File: src/rtl/uart_pkg.sv
// Shared UART definitions for the transmitter and receiver: parity modes,
// transmitter state encoding and the minimum supported data length.
package uart_pkg;

  localparam logic [1:0] PAR_NONE = 2'd0;
  localparam logic [1:0] PAR_EVEN = 2'd1;
  localparam logic [1:0] PAR_ODD  = 2'd2;

  localparam int MIN_DATA_BITS = 5;

  typedef enum logic [2:0] {
    TX_IDLE   = 3'd0,
    TX_START  = 3'd1,
    TX_DATA   = 3'd2,
    TX_PARITY = 3'd3,
    TX_STOP   = 3'd4
  } tx_state_t;

  function automatic logic parity_out(input logic acc, input logic odd);
    return acc ^ odd;
  endfunction

endpackage

File: src/rtl/uart_bit_timer.sv
// Bit-period timer: counts OVERSAMPLE baud ticks per bit and flags the tick
// that closes the current bit. Cleared while the owner is idle.
module uart_bit_timer #(
  parameter int OVERSAMPLE = 16
) (
  input  logic clk,
  input  logic reset,
  input  logic i_tick,
  input  logic i_clear,
  output logic o_bit_end
);

  localparam int            CW   = (OVERSAMPLE > 1) ? $clog2(OVERSAMPLE) : 1;
  localparam logic [CW-1:0] LAST = CW'(OVERSAMPLE - 1);

  logic [CW-1:0] r_count;

  assign o_bit_end = i_tick && (r_count == LAST);

  // Tick counter; wraps to zero on the bit-closing tick
  always_ff @(posedge clk or posedge reset) begin
    if (reset) begin
      r_count <= {CW{1'b0}};
    end else if (i_clear) begin
      r_count <= {CW{1'b0}};
    end else if (i_tick) begin
      if (r_count == LAST) begin
        r_count <= {CW{1'b0}};
      end else begin
        r_count <= r_count + CW'(1);
      end
    end else begin
      r_count <= r_count;
    end
  end

endmodule

File: src/rtl/uart_tx_framed.sv
// UART transmitter: start bit, 5..DATA_LENGTH LSB-first data bits, optional
// parity and one or two stop bits. Frame format is latched with each word.
module uart_tx_framed
  import uart_pkg::*;
#(
  parameter int DATA_LENGTH = 8,
  parameter int OVERSAMPLE  = 16
) (
  input  logic                             clk,
  input  logic                             reset,
  input  logic                             baud_timer,
  input  logic                             tx_valid,
  output logic                             tx_ready,
  input  logic [DATA_LENGTH-1:0]           tx_data,
  input  logic [$clog2(DATA_LENGTH+1)-1:0] cfg_data_bits,
  input  logic [1:0]                       cfg_parity,
  input  logic                             cfg_stop2,
  output logic                             tx_busy,
  output logic                             tx_done,
  output logic                             tx
);

  localparam int BW = $clog2(DATA_LENGTH + 1);

  tx_state_t              r_state, w_state;
  logic [DATA_LENGTH-1:0] r_shift, w_shift;
  logic [BW-1:0]          r_bit_idx, w_bit_idx;
  logic [BW-1:0]          r_data_bits, w_data_bits;
  logic [BW-1:0]          w_eff_bits;
  logic                   r_par_en, w_par_en;
  logic                   r_par_odd, w_par_odd;
  logic                   r_stop2, w_stop2;
  logic                   r_stop_idx, w_stop_idx;
  logic                   r_par_acc, w_par_acc;
  logic                   r_tx, w_tx;
  logic                   r_done, w_done;
  logic                   w_bit_end;
  logic                   w_idle;

  assign w_idle   = (r_state == TX_IDLE);
  assign tx_ready = w_idle;
  assign tx_busy  = !w_idle;
  assign tx_done  = r_done;
  assign tx       = r_tx;

  // Out-of-range lengths fall back to the full data width
  assign w_eff_bits = ((cfg_data_bits < BW'(MIN_DATA_BITS)) || (cfg_data_bits > BW'(DATA_LENGTH)))
                      ? BW'(DATA_LENGTH) : cfg_data_bits;

  uart_bit_timer #(
    .OVERSAMPLE(OVERSAMPLE)
  ) u_bit_timer (
    .clk      (clk),
    .reset    (reset),
    .i_tick   (baud_timer),
    .i_clear  (w_idle),
    .o_bit_end(w_bit_end)
  );

  // Next-state, datapath and line-value logic
  always_comb begin
    w_state     = r_state;
    w_shift     = r_shift;
    w_bit_idx   = r_bit_idx;
    w_data_bits = r_data_bits;
    w_par_en    = r_par_en;
    w_par_odd   = r_par_odd;
    w_stop2     = r_stop2;
    w_stop_idx  = r_stop_idx;
    w_par_acc   = r_par_acc;
    w_done      = 1'b0;
    w_tx        = 1'b1;

    case (r_state)
      TX_IDLE: begin
        if (tx_valid) begin
          w_state     = TX_START;
          w_shift     = tx_data;
          w_bit_idx   = {BW{1'b0}};
          w_data_bits = w_eff_bits;
          w_par_en    = (cfg_parity == PAR_EVEN) || (cfg_parity == PAR_ODD);
          w_par_odd   = (cfg_parity == PAR_ODD);
          w_stop2     = cfg_stop2;
          w_stop_idx  = 1'b0;
          w_par_acc   = 1'b0;
        end else begin
          w_state = TX_IDLE;
        end
      end
      TX_START: begin
        if (w_bit_end) begin
          w_state = TX_DATA;
        end else begin
          w_state = TX_START;
        end
      end
      TX_DATA: begin
        if (w_bit_end) begin
          // Parity is folded in one bit at a time as each bit leaves the shifter
          w_par_acc = r_par_acc ^ r_shift[0];
          w_shift   = {1'b1, r_shift[DATA_LENGTH-1:1]};
          if (r_bit_idx == (r_data_bits - BW'(1))) begin
            w_bit_idx = {BW{1'b0}};
            if (r_par_en) begin
              w_state = TX_PARITY;
            end else begin
              w_state = TX_STOP;
            end
          end else begin
            w_bit_idx = r_bit_idx + BW'(1);
          end
        end else begin
          w_state = TX_DATA;
        end
      end
      TX_PARITY: begin
        if (w_bit_end) begin
          w_state = TX_STOP;
        end else begin
          w_state = TX_PARITY;
        end
      end
      TX_STOP: begin
        if (w_bit_end) begin
          if (r_stop2 && !r_stop_idx) begin
            w_stop_idx = 1'b1;
          end else begin
            w_stop_idx = 1'b0;
            w_state    = TX_IDLE;
            w_done     = 1'b1;
          end
        end else begin
          w_state = TX_STOP;
        end
      end
      default: begin
        w_state = TX_IDLE;
      end
    endcase

    // The line register takes the value of the state being entered
    case (w_state)
      TX_START:  w_tx = 1'b0;
      TX_DATA:   w_tx = w_shift[0];
      TX_PARITY: w_tx = parity_out(w_par_acc, r_par_odd);
      default:   w_tx = 1'b1;
    endcase
  end

  // State and datapath registers
  always_ff @(posedge clk or posedge reset) begin
    if (reset) begin
      r_state     <= TX_IDLE;
      r_shift     <= {DATA_LENGTH{1'b0}};
      r_bit_idx   <= {BW{1'b0}};
      r_data_bits <= {BW{1'b0}};
      r_par_en    <= 1'b0;
      r_par_odd   <= 1'b0;
      r_stop2     <= 1'b0;
      r_stop_idx  <= 1'b0;
      r_par_acc   <= 1'b0;
      r_tx        <= 1'b1;
      r_done      <= 1'b0;
    end else begin
      r_state     <= w_state;
      r_shift     <= w_shift;
      r_bit_idx   <= w_bit_idx;
      r_data_bits <= w_data_bits;
      r_par_en    <= w_par_en;
      r_par_odd   <= w_par_odd;
      r_stop2     <= w_stop2;
      r_stop_idx  <= w_stop_idx;
      r_par_acc   <= w_par_acc;
      r_tx        <= w_tx;
      r_done      <= w_done;
    end
  end

endmodule

File: config.mk
export PLATFORM = sky130hd
export DESIGN_NAME = uart_tx_framed
export DESIGN_NICKNAME = d
export VERILOG_FILES = /design/src/rtl/uart_pkg.sv /design/src/rtl/uart_bit_timer.sv /design/src/rtl/uart_tx_framed.sv
export SDC_FILE = /design/constraint.sdc
export NUM_CORES = 1
export LEC_CHECK = 0
export ABC_AREA = 1
export CAP_MARGIN = 10
export CORE_MARGIN = 3
export CORE_UTILIZATION = 40
export CTS_BUF_LIST = sky130_fd_sc_hd__clkbuf_16
export DETAILED_ROUTE_END_ITERATION = 12
export GPL_ROUTABILITY_DRIVEN = 1
export PLACE_DENSITY = 0.58
export SYNTH_ARGS = -nofsm -noshare
export SYNTH_HDL_FRONTEND = slang
export SYNTH_HIERARCHICAL = 1
export SYNTH_SLANG_ARGS = --single-unit
File: constraint.sdc
create_clock -name clk -period 3.2 [get_ports clk]
set_input_delay 0.64 -clock clk [delete_from_list [all_inputs] [get_ports clk]]
set_output_delay 0.64 -clock clk [all_outputs]
set_load 0.005 [all_outputs]
==> results of run 1 <==
-- layer usage --
layer	vias up	track usage, %
li1	706	-
met1	621	17.0
met2	44	25.0
met3	9	4.89
met4	0	9.15
met5	-	0
-- final cells by class --
type | instances | area [sq um] | area share [%]
clock buffers | 5 | 125 | 6.06
clock inverters | 3 | 16.3 | 0.787
inverters | 36 | 143 | 6.90
multi-input cells | 136 | 742 | 35.9
flip-flops and latches | 30 | 752 | 36.4
well taps | 48 | 60.1 | 2.91
repair buffers | 23 | 228 | 11.0
-- power by group through the flow --
stage | clock [W] | sequential [W] | combinational (W)
6_report | 0.000450 | 0.000609 | 0.000465
5_1_grt | 0.000483 | 0.000627 | 0.000539
4_1_cts | 0.000467 | 0.000609 | 0.000474
3_5_place_dp | 0 | 0.000613 | 0.000472
3_3_place_gp | 0 | 0.000613 | 0.000456
2_1_floorplan | 0 | 0.000591 | 0.000357
-- state kept, by name, summed over array words and instances (netlist names) --
name and count:
r_shift 8, r_bit_idx 4, r_data_bits 4, u_bit_timer/r_count 4, r_state 3, r_par_acc 1, r_par_en 1, r_par_odd 1
r_stop2 1, r_stop_idx 1, tx 1, tx_done 1
-- kinds of logic after synthesis --
logic type | Yosys count
and+or+nand+nor | 100
adders and majority gates | 4
DFF | 30
buffers and inverters | 37
AOI/OAI and AO/OA | 29
xor gates and xnor gates | 3
-- worst paths after layout --
check	end	from	cells after the start
max reg2reg	tx$_DFF_PP1_	u_bit_timer/r_count[0]$_DFFE_PP0P_	12
min reg2reg	r_stop2$_DFFE_PP0P_	r_stop2$_DFFE_PP0P_	2
max	tx_ready	r_state[0]$_DFF_PP0_	4
min	r_stop2$_DFFE_PP0P_	r_stop2$_DFFE_PP0P_	2
max in group asynchronous	tx$_DFF_PP1_	reset	3
min in group asynchronous	u_bit_timer/r_count[2]$_DFFE_PP0P_	reset	2
-- cells in the final DEF (no fill, tap or decap) --
| master | synthesis | final |
|---|---|---|
| dfrtp_1 | 29 | 29 |
| nand3_2 | 1 | 1 |
| nor3b_1 | 1 | 1 |
| nor3_1 | 2 | 2 |
| xor2_1 | 2 | 2 |
| clkinv_2 | 0 | 1 |
| clkinv_1 | 0 | 1 |
| dfstp_2 | 1 | 1 |
| o311ai_0 | 1 | 1 |
| o221ai_1 | 1 | 1 |
| nand4_2 | 1 | 1 |
| inv_1 | 29 | 29 |
| clkinvlp_4 | 0 | 1 |
| o21bai_1 | 2 | 2 |
| clkdlybuf4s50_1 | 0 | 22 |
| nand3_1 | 18 | 18 |
| buf_4 | 0 | 1 |
| o22ai_1 | 1 | 1 |
| a21oi_1 | 6 | 6 |
| clkbuf_16 | 0 | 5 |
| nor2_8 | 1 | 1 |
| nand2_2 | 4 | 4 |
| o211ai_1 | 2 | 2 |
| inv_2 | 5 | 5 |
| nand2_4 | 1 | 1 |
| clkinv_4 | 1 | 1 |
| a22o_1 | 1 | 1 |
| nand2_1 | 57 | 57 |
| xnor2_1 | 1 | 1 |
| a21oi_2 | 1 | 1 |
| nor2_1 | 9 | 9 |
| o21ai_2 | 1 | 1 |
| o21ai_1 | 2 | 2 |
| ha_1 | 4 | 4 |
| inv_4 | 1 | 1 |
| nor2_4 | 5 | 5 |
| o21ai_0 | 11 | 11 |
-- worst max-delay path: cells and delay by family (launching register included) --
kind / cells / cell delay, ns
flops: 1 / 0.43
simple gates: 2 / 0.24
buf+inv: 2 / 0.69
-- through the flow --
step / power (W) / area, sq um / std cells / utilization (%)
global route: 0.00165 / 2070 / 281 / 54.4
detailed placement: 0.00109 / 1920 / 273 / 50.7
finish: 0.00152 / 2070 / 281 / 54.4
floorplan: 0.000948 / 1640 / 203 / -
global placement: 0.00107 / 1920 / 273 / 50.7
CTS: 0.00155 / 2070 / 281 / 54.4
==> results.sh, run 1 <==
export IMPL_crit_path_end_kind="primary output"
export IMPL_drt_iter0_drc=33
export IMPL_p_leak_nw=1.02
export IMPL_clockPowerShare_pct=29.5
export IMPL_syn_area_per_cell_sq_um=8.09
export IMPL_setup_tns_ns=0
export IMPL_cts_made_buffers=5
export IMPL_async_flop_share_pct=100
export IMPL_num_vias=1380
export IMPL_rsz0062_at_grt="no"
export IMPL_clockBufferDepth=2
export IMPL_critPathArrivalTime_ns=1.64
export IMPL_hold_worst_slack_ns=0.478
export IMPL_syn_num_nets=226
export IMPL_first_global_vias=1306
export IMPL_dpl_hpwl_mm=2.47
export IMPL_ys_seq_area_share_pct=45.8
export IMPL_port_buffers=22
export IMPL_io_pins=23
export IMPL_setup_ws_ns=0.919
export IMPL_die_x_um=70.1
export IMPL_finalSetupViolCount=0
export IMPL_p_int_w=0.000994
export IMPL_cpMaxStageDelayCell="clkdlybuf4s50_1"
export IMPL_period_minus_slack_ns=2.28
export IMPL_core_area_sq_um=3800
export IMPL_chipHeight_um=70.1
export IMPL_reg2reg_slack_ns=1.20
export IMPL_dieArea_sq_um=4910
export IMPL_grt_usage_pct=15.2
export IMPL_combPwrFrac_pct=30.5
export IMPL_clk_latency_ns=0.28
export IMPL_grt_pass1_wl_mm=5.74
export IMPL_synthToLayoutAreaGrowth_pct=25.8
export IMPL_grt_ovfl_total=0
export IMPL_synth_compound_area_share_pct=10.7
export IMPL_routedWlPerCell_um=11.8
export IMPL_place_congestion=0.824
export IMPL_wl_met2_mm=1.57
export IMPL_outcome="completed"
export IMPL_dr_max_layer_used="met4"
export IMPL_route_detailed_drc=0
export IMPL_n_antenna_cell=0
export IMPL_swShare_pct=34.8
export IMPL_critPathRequiredTime_ns=2.56
export IMPL_ir_drop_v=0.000354
export IMPL_yosysUniqueCellTypes=32
export IMPL_max_freq_mhz=438
export IMPL_finalHoldViolations=0
export IMPL_crit_path_max_incr_delay_ns=0.53
export IMPL_viasPerCell=4.91
export IMPL_yosys_warnings=6
export IMPL_cts_sinks=30
export IMPL_preCtsSetupSlack_ns=0.682
export IMPL_cts_root_buf="clkbuf_16"
export IMPL_relSlewSlack_pct=58.2
export IMPL_period_share_pct=71.3
export IMPL_drv_slew=0
export IMPL_synth_top_area_share_pct=44.2
export IMPL_fin_worst_skew_ns=0.00378
export IMPL_ys_top_cells_by_area="dfrtp_1 (44%), nand2_1 (13%), inv_1 (6.6%)"
export IMPL_placementRows=22
export IMPL_cts_max_level=2
export IMPL_yosys_area_share_simple_pct=29.9
export IMPL_post_cts_buffers=0
export IMPL_synth_seq_cells=30
export IMPL_totalWireLength_mm=3.31
export IMPL_cp_max_fo=4
export IMPL_floorplan_initialDensity_pct=43.2
export IMPL_post_cts_hold_buffer_count=0
export IMPL_synth_top_area_cell="dfrtp_1"
export IMPL_clk_pin_slew_worst_paths_ns=0.05
export IMPL_grt_max_degree=27
export IMPL_ys_top_cells_by_count="nand2_1 (57), dfrtp_1 (29), inv_1 (29)"
export IMPL_synth_most_common_cell="nand2_1"
export IMPL_drt_first_pass_iters=4
export IMPL_power_density_nw_per_um2=738
export IMPL_ant_nets=0
export IMPL_maxCapViolCount=0
export IMPL_wl_met1_mm=1.40
export IMPL_cts_tree="yes"
export IMPL_syn_inst=203
export IMPL_drive_above_1_share_pct=13.3
export IMPL_power_frac_seq_pct=40.0
export IMPL_synthMuxAreaShare_pct=0
export IMPL_synth_area_sq_um=1640
export IMPL_cts_repair_resized=0
export IMPL_fill_cells=343
export IMPL_synth_xor_area_share_pct=1.60
export IMPL_switchingPower_w=0.000530
export IMPL_criticalPathCategory="flip-flop to primary output"
export IMPL_hold_path_class="flip-flop to flip-flop"
export IMPL_yosys_area_share_adder_pct=3.05
export IMPL_grt_antenna_before_repair=0
export IMPL_dr_wl_met3_um=269
export IMPL_synth_top_family_by_area="simple AND/OR/NAND/NOR gates"
export IMPL_crit_path_start_kind="flip-flop"
export IMPL_worstMarginPinSlew_ns=0.625
export IMPL_synth_edf_count=0
export IMPL_final_nets=255
export IMPL_path_cells="nor2_4, nand2_2, inv_1, clkdlybuf4s50_1"
export IMPL_ys_flop_type="dfrtp_1"
Note: power is estimated with default switching activity, not from simulation.
==> run 2: changes to the inputs <==
Clock period 3.2 ns to 2.4 ns, I/O delays scaled along.
==> run 2 against run 1 <==
Effect of this change: global-route usage is essentially flat; cell area grew 0.18%; count of clock-buffer cells in the layout is the same.
==> results.sh, run 2 (synthesized netlist as in run 1, its figures left out) <==
export IMPL_layout_common_cells="nand2_1 (57), inv_1 (30), dfrtp_1 (29)"
export IMPL_post_cts_buffers=0
export IMPL_synthToLayoutAreaGrowth_pct=26.1
export IMPL_top_register="r_shift"
export IMPL_drive_above_1_share_pct=13.2
export IMPL_cpMaxStageDelayCell="clkdlybuf4s50_1"
export IMPL_core_area_sq_um=3800
export IMPL_maxCapViolCount=0
export IMPL_final_common_cell="nand2_1"
export IMPL_num_vias=1386
export IMPL_drv_slew=0
export IMPL_floorplan_initialDensity_pct=43.2
export IMPL_cp_max_fo=4
export IMPL_hold_path_class="input pin to asynchronous set/reset pin"
export IMPL_placementRows=22
export IMPL_cts_max_level=2
export IMPL_clk_pin_slew_worst_paths_ns=0.05
export IMPL_period_share_pct=88.5
export IMPL_cts_repair_resized=0
export IMPL_first_global_vias=1390
export IMPL_cp_top_family="buffers and inverters"
export IMPL_drt_iter0_drc=54
export IMPL_hold_worst_slack_ns=0.420
export IMPL_totalWireLength_mm=3.39
export IMPL_grt_usage_pct=15.1
export IMPL_ant_nets=0
export IMPL_clockBufferDepth=2
export IMPL_grt_antenna_before_repair=0
export IMPL_cts_made_buffers=5
export IMPL_dieArea_sq_um=4910
export IMPL_crit_path_max_incr_delay_ns=0.53
export IMPL_power_total_w=0.00202
export IMPL_viasPerCell=4.91
export IMPL_ir_drop_v=0.000386
export IMPL_p_leak_nw=1.04
export IMPL_finalHoldViolations=0
export IMPL_path_cells="nor2_4, nand2_2, inv_1, clkdlybuf4s50_1"
export IMPL_chipHeight_um=70.1
export IMPL_cts_root_buf="clkbuf_16"
export IMPL_finalSetupViolCount=0
export IMPL_grt_pass1_wl_mm=5.92
export IMPL_power_density_nw_per_um2=977
export IMPL_drt_first_pass_iters=4
export IMPL_crit_path_start_kind="flip-flop"
export IMPL_cts_tree="yes"
export IMPL_place_congestion=0.862
export IMPL_crit_path_end_kind="primary output"
export IMPL_relSlewSlack_pct=78.1
export IMPL_routedWlPerCell_um=12.0
export IMPL_rsz0062_at_grt="no"
export IMPL_dpl_cell_count=274
export IMPL_cts_sinks=30
export IMPL_outcome="completed"
export IMPL_die_x_um=70.1
export IMPL_post_cts_hold_buffer_count=0
export IMPL_largest_reg_flops=8
export IMPL_fin_worst_skew_ns=0.00260
export IMPL_final_nets=256
export IMPL_route_detailed_drc=0
export IMPL_period_minus_slack_ns=2.12
export IMPL_cp_num_buf_inv=2
export IMPL_fin_cells=282
export IMPL_port_buffers=22
export IMPL_grt_ovfl_total=0
export IMPL_final_core_util_pct=54.5
export IMPL_grt_max_degree=27
export IMPL_max_freq_mhz=471
export IMPL_n_antenna_cell=0
export IMPL_io_pins=23
export IMPL_clk_latency_ns=0.27
export IMPL_critPathRequiredTime_ns=1.92
export IMPL_criticalPathCategory="flip-flop to primary output"
export IMPL_setup_tns_ns=0
export IMPL_critPathArrivalTime_ns=1.64
export IMPL_worstMarginPinSlew_ns=0.326
export IMPL_dpl_hpwl_mm=2.56
==> run 2: metal layers <==
metal	wire (um)	track usage [%]	part of all wire, %
met5	0	0	0
met4	52	6.38	1.5
met3	179	4.89	5.3
met2	1670	24.6	49
met1	1480	18.4	44
==> run 2: power by group <==
part	switching, W	internal, W
sequential	0.000128	0.000688
clock	0.000202	0.000373
combinational	0.000371	0.000261
total	0.000701	0.00132
==> run 2: cell type report <==
cell class	count	area, sq um
inverter	36	143
clock buffer	5	125
multi-input combinational	136	742
tap	48	60.1
timing repair buffer	24	235
clock inverter	3	12.5
fill	352	1730
sequential	30	752
==> run 2: per-stage QoR <==
step / setup WS (ns) / area (sq um)
final: 0.275 / 2070
after global routing: 0.199 / 2070
after CTS: 0.259 / 2070
after detailed placement: 0.324 / 1930
after global placement: 0.362 / 1930
after floorplan: 0.658 / 1640
==> run 2: worst paths after layout <==
path	from	endpoint	slack, ns	depth (start not counted)
worst min register to register	r_shift[4]$_DFFE_PP0P_	r_shift[4]$_DFFE_PP0P_	0.49	2
worst max-delay path	r_state[0]$_DFF_PP0_	tx_ready	0.28	4
max in group asynchronous	reset	tx$_DFF_PP1_	1.50	3
worst max register to register	u_bit_timer/r_count[0]$_DFFE_PP0P_	r_bit_idx[3]$_DFFE_PP0P_	0.67	10
worst min-delay path	reset	u_bit_timer/r_count[2]$_DFFE_PP0P_	0.42	2
min in group clk	r_shift[4]$_DFFE_PP0P_	r_shift[4]$_DFFE_PP0P_	0.49	2
